===== src/rtl/rf_arb_pkg.sv =====
// Shared types and requester indices for the register-file writeback arbiter.
// No logic; imported by the arbiter, its aging counters and the bench.
package rf_arb_pkg;

  localparam int REQ_ALU  = 0;
  localparam int REQ_LOAD = 1;
  localparam int REQ_DBG  = 2;
  localparam int NUM_REQ  = 3;

  typedef struct packed {
    logic [4:0]  addr;
    logic [31:0] data;
  } rf_wr_t;

  typedef logic [3:0] wait_cnt_t;

endpackage


===== src/rtl/rf_arb_age_counter.sv =====
// Saturating count of consecutive lost arbitration cycles for one requester.
// Flags urgent once STARVE_LIMIT is reached; frozen while stall is high.
module rf_arb_age_counter
  import rf_arb_pkg::*;
#(
  parameter int STARVE_LIMIT = 4
) (
  input  logic clk,
  input  logic reset,
  input  logic stall,
  input  logic valid,
  input  logic ready,
  output logic urgent
);

  localparam wait_cnt_t LIMIT = wait_cnt_t'(STARVE_LIMIT);

  wait_cnt_t wait_cnt;

  always_ff @(posedge clk) begin
    if (reset) begin
      wait_cnt <= '0;
    end else if (!stall) begin
      if (!valid || ready) begin
        wait_cnt <= '0;
      end else if (wait_cnt != LIMIT) begin
        wait_cnt <= wait_cnt + wait_cnt_t'(1);
      end
    end
  end

  assign urgent = (wait_cnt == LIMIT);

endmodule


===== src/rtl/rf_wb_arbiter.sv =====
// Picks one writeback requester per cycle (urgent first, then lowest index) and
// registers its write for the next cycle; stall/reset withhold all grants.
module rf_wb_arbiter
  import rf_arb_pkg::*;
#(
  parameter int NUM_REQ      = rf_arb_pkg::NUM_REQ,
  parameter int ADDR_W       = 5,
  parameter int DATA_W       = 32,
  parameter int STARVE_LIMIT = 4
) (
  input  logic                           clk,
  input  logic                           reset,
  input  logic                           stall,
  input  logic [NUM_REQ-1:0]             req_valid,
  input  logic [NUM_REQ-1:0][ADDR_W-1:0] req_addr,
  input  logic [NUM_REQ-1:0][DATA_W-1:0] req_data,
  output logic [NUM_REQ-1:0]             req_ready,
  output logic [ADDR_W-1:0]              wr_addr,
  output logic [DATA_W-1:0]              wr_data,
  output logic                           write_en,
  output logic [NUM_REQ-1:0]             urgent
);

  localparam int IDX_W = (NUM_REQ > 1) ? $clog2(NUM_REQ) : 1;

  logic [IDX_W-1:0]   win;
  logic               hit_urgent;
  logic               hit_any;
  logic [NUM_REQ-1:0] grant;

  // Descending scans so the last match, i.e. the lowest index, wins.
  always_comb begin
    win        = '0;
    hit_urgent = 1'b0;
    hit_any    = 1'b0;
    grant      = '0;
    for (int i = NUM_REQ - 1; i >= 0; i--) begin
      if (req_valid[i] && urgent[i]) begin
        win        = IDX_W'(i);
        hit_urgent = 1'b1;
      end
    end
    if (!hit_urgent) begin
      for (int i = NUM_REQ - 1; i >= 0; i--) begin
        if (req_valid[i]) begin
          win     = IDX_W'(i);
          hit_any = 1'b1;
        end
      end
    end
    if (!stall && !reset && (hit_urgent || hit_any)) begin
      grant[win] = 1'b1;
    end
  end

  assign req_ready = grant;

  for (genvar g = 0; g < NUM_REQ; g++) begin : g_age
    rf_arb_age_counter #(
      .STARVE_LIMIT(STARVE_LIMIT)
    ) u_age (
      .clk   (clk),
      .reset (reset),
      .stall (stall),
      .valid (req_valid[g]),
      .ready (grant[g]),
      .urgent(urgent[g])
    );
  end

  // Writes to x0 complete the handshake but never reach the register file.
  always_ff @(posedge clk) begin
    if (reset) begin
      wr_addr  <= '0;
      wr_data  <= '0;
      write_en <= 1'b0;
    end else if (|grant) begin
      wr_addr  <= req_addr[win];
      wr_data  <= req_data[win];
      write_en <= (req_addr[win] != '0);
    end else begin
      write_en <= 1'b0;
    end
  end

endmodule


===== config.mk =====
export PLATFORM = sky130hd
export DESIGN_NAME = rf_wb_arbiter
export DESIGN_NICKNAME = d
export VERILOG_FILES = /design/src/rtl/rf_arb_pkg.sv /design/src/rtl/rf_arb_age_counter.sv /design/src/rtl/rf_wb_arbiter.sv
export SDC_FILE = /design/constraint.sdc
export NUM_CORES = 1
export LEC_CHECK = 0
export CORE_MARGIN = 2
export CORE_UTILIZATION = 34
export DETAILED_ROUTE_END_ITERATION = 8
export MAX_ROUTING_LAYER = met4
export PLACE_DENSITY = 0.8
export SLEW_MARGIN = 20
export SYNTH_ARGS = -nofsm -noshare
export SYNTH_HDL_FRONTEND = slang
export SYNTH_SLANG_ARGS = --single-unit
export TNS_END_PERCENT = 1

===== constraint.sdc =====
create_clock -name clk -period 2 [get_ports clk]
set_input_delay 0.3 -clock clk [delete_from_list [all_inputs] [get_ports clk]]
set_output_delay 0.3 -clock clk [all_outputs]
set_load 0.005 [all_outputs]

==> metrics.md <==
| Metric | Value |
|---|---|
| Status | finished with violations |
| Failing checks | negative setup slack |
| CP Cell Sequence | inv_2 -> ha_4 -> and3b_2 -> nand2_2 -> buf_6 -> buf_4 -> and3_1 -> buf_2 |
| Sum Neg Setup Slack | -0.443 ps |
| Final setup margin | -0.443 ps |
| Crit path from | g_age[0].u_age.wait_cnt[0]$_SDFFE_PP0P_ |
| Tcrit/Tclk final | 100% |
| Number of synthesized flops with an enable pin | 0 |
| Dpl ws | -400 ps |
| Total Routing Usage GR | 22.5% |
| Max-slew violations | 0 |
| Crit path largest cell delay | 330 ps |
| # IOs | 161 |
| Vias per cell | 5.52 |
| CTS tree | done |
| Initial core utilization | 34.7% |
| Total Routed Length | 9920 um |
| NumNets Final | 605 |
| Port buffer count | 160 |
| Area growth from synthesis to layout | 82.1% |
| WHS | 482 ps |
| Crit path max fanout | 3 |
| XOR/XNOR share of the synthesized area | 0.656% |
| Unique cell type count in the Yosys netlist | 44 |
| Total power | 2.44 mW |
| F_max | 500 MHz |
| Number of DRC markers in iteration 0 | 204 |
| Setup Skew | 9.09 ps |
| Post-Synth Adder-Cell Area | 2.81% |
| Final setup viols | 1 |
| DRT Pass-1 Iters | 6 |
| Worst-margin pin slew | 408 ps |
| Clk buf depth | 2 |
| Die height | 92.6 um |
| Placed cell count | 564 |
| Horiz. Die Dim | 92.6 um |
| Synth Register Bits | 50 |
| Hold buffers post-CTS | 0 |
| Main combinational cell family by area after synthesis | compound AO/OA/AOI/OAI gates |
| Maxcap violations | 0 |
| Proportion of synthesized area in mux cells | 0.375% |
| Slew margin rel. | 72.7% |
| Post-route ant nets | 0 |
| WP buf/inv | 4 |
| Root Driver | clkbuf_8 |
| Antenna diodes | 0 |
| Die area | 8580 um^2 |
| Unrepaired setup endpoints after global routing | yes |
| H-tree depth | 2 |
| Cells after Synth | 293 |
| Number of global-route vias before repair | 3231 |
| Design area | 4860 um^2 |
| Worst EP arrival | 1700 ps |
| Largest net degree at the start of global routing | 52 |
| Global route total overflow | 0 |
| Core box area | 7690 um^2 |
| R2r startpoint | g_age[1].u_age.wait_cnt[1]$_SDFFE_PP0P_ |
| FP Rows | 32 |
| Antenna violations before repair | 0 |
| Worst EP required | 1700 ps |
| Routed via count | 3229 |
| Syn nets | 416 |
| Clock transition at the registers of the reported paths | 90 ps |
| First-pass GRT wire length | 15200 um |
| Final-report hold violation count | 0 |
| Total clock sinks | 50 |
| Worst-skew pair later-pin latency | 300 ps |
| Post-placement cell area | 4520 um^2 |
| HPWL after DPL | 6950 um |
| Layout cells sized above 1 | 19.9% |
| Total CTS buffers | 5 |
| Slowest CP cell | dfxtp_2 |
| VDD IR max | 0.264 mV |
| Asr flop ratio synth | 0% |
| Synth Area in Compound Gates | 32.5% |
| Per-cell routed wire length | 17.0 um |
| Most frequent cells in the layout | clkdlybuf4s50_1, dfxtp_1, nor2_1, buf_4, a211oi_1 |
| Non-filler cells, final | 585 |
| Final Util | 63.3% |
| Simple-gate area share of the yosys netlist | 16.1% |
| Avg Synthesized Cell Area | 9.12 um^2 |
| Hold path startpoint | reset |
| Leak pwr | 1.80 nW |
| Synth Cell Area | 2670 um^2 |
| CP Class | reg2out |
| Worst min-delay path class | in2reg |
| DR DRC count | 0 |
| Leading cell type in the layout, fill and taps excluded | clkdlybuf4s50_1 |
| Pwr/cell area | 501 nW/um^2 |
| Ys flop type | dfxtp_1 |
| Tmin final | 2000 ps |
| Startpoint types | register |
| Yosys warns | 0 |
| Crit. End Element | output port |
| Final GP Congestion | 0.963 |
| Largest delay share family, worst path | buffers and inverters |
| Sequential area share after synthesis | 37.5% |
[kinds of logic after synthesis]
group | after synthesis
xor gates and xnor gates | 2
adders and majority gates | 6
DFF | 50
buffers and inverters | 43
muxes | 1
and+or+nand+nor | 83
AOI/OAI and AO/OA | 108
[power by group]
part / leakage, nW / internal, mW / switching (mW) / total (mW)
Combinational: 1.34 / 0.475 / 0.280 / 0.755
Clock: 0.0441 / 0.247 / 0.353 / 0.599
Sequential: 0.413 / 1.05 / 0.0290 / 1.08
Total: 1.80 / 1.78 / 0.662 / 2.44
[cell usage after synthesis, types with 4 or more instances]
cell type  instances  share of area [%]
dfxtp_1           50                 37
nor2_1            42                5.9
a211oi_1          39                 11
a222oi_1          33                 12
clkbuf_1          16                2.2
inv_1             10                1.4
a21oi_1            8                1.5
o21ai_0            8                1.5
nor3_1             7                1.3
buf_4              6                1.7
ha_1               6                2.8
buf_2              5               0.94
or3_1              5                1.2
a31oi_1            4               0.94
buf_12             4                3.0
nand2_1            4               0.56
nand3_1            4               0.75
[worst min-delay path, stage by stage]
cell and delay, ps:
buf_2 140, buf_4 240, a211oi_1 60
[area by class of cell]
type	count	area, um^2
clock buffers	5	68.8
clock inverters	3	21.3
fillers	641	2820
inverters	10	37.5
multi-input cells	200	1500
flip-flops and latches	50	1010
well taps	102	128
repair buffers	215	2100
[routing by layer]
layer	vias to the layer above	GRT usage (%)	share of wire, %
li1	1540	-	-
met1	1523	26.1	41
met2	149	39.6	51
met3	17	3.99	6.8
met4	0	7.11	2.1
met5	-	-	0
[sequential cells by signal (all words and copies together), names as in the netlist]
register	cells
write_en	1
wr_data	32
wr_addr	5
g_age.u_age.wait_cnt	12
[path summary, 6_finish.rpt]
check | end | slack, ps | cells after the start
worst min register to register | wr_addr[4]$_SDFFE_PP0P_ | 490 | 2
worst min-delay path | wr_data[7]$_SDFFE_PP0P_ | 480 | 3
worst max-delay path | req_ready[2] | -0.4 | 8
worst max register to register | write_en$_SDFF_PP0_ | 10 | 10
[timing repair]
item / 4_1_cts / 5_1_grt
buffers inserted: 10 / 1
resized for setup: 21 / 33
endpoints found under the setup margin: 32 / 46
pin swaps: 23 / 34
gates cloned: 1 / 1
(Power assumes the default switching activity.)
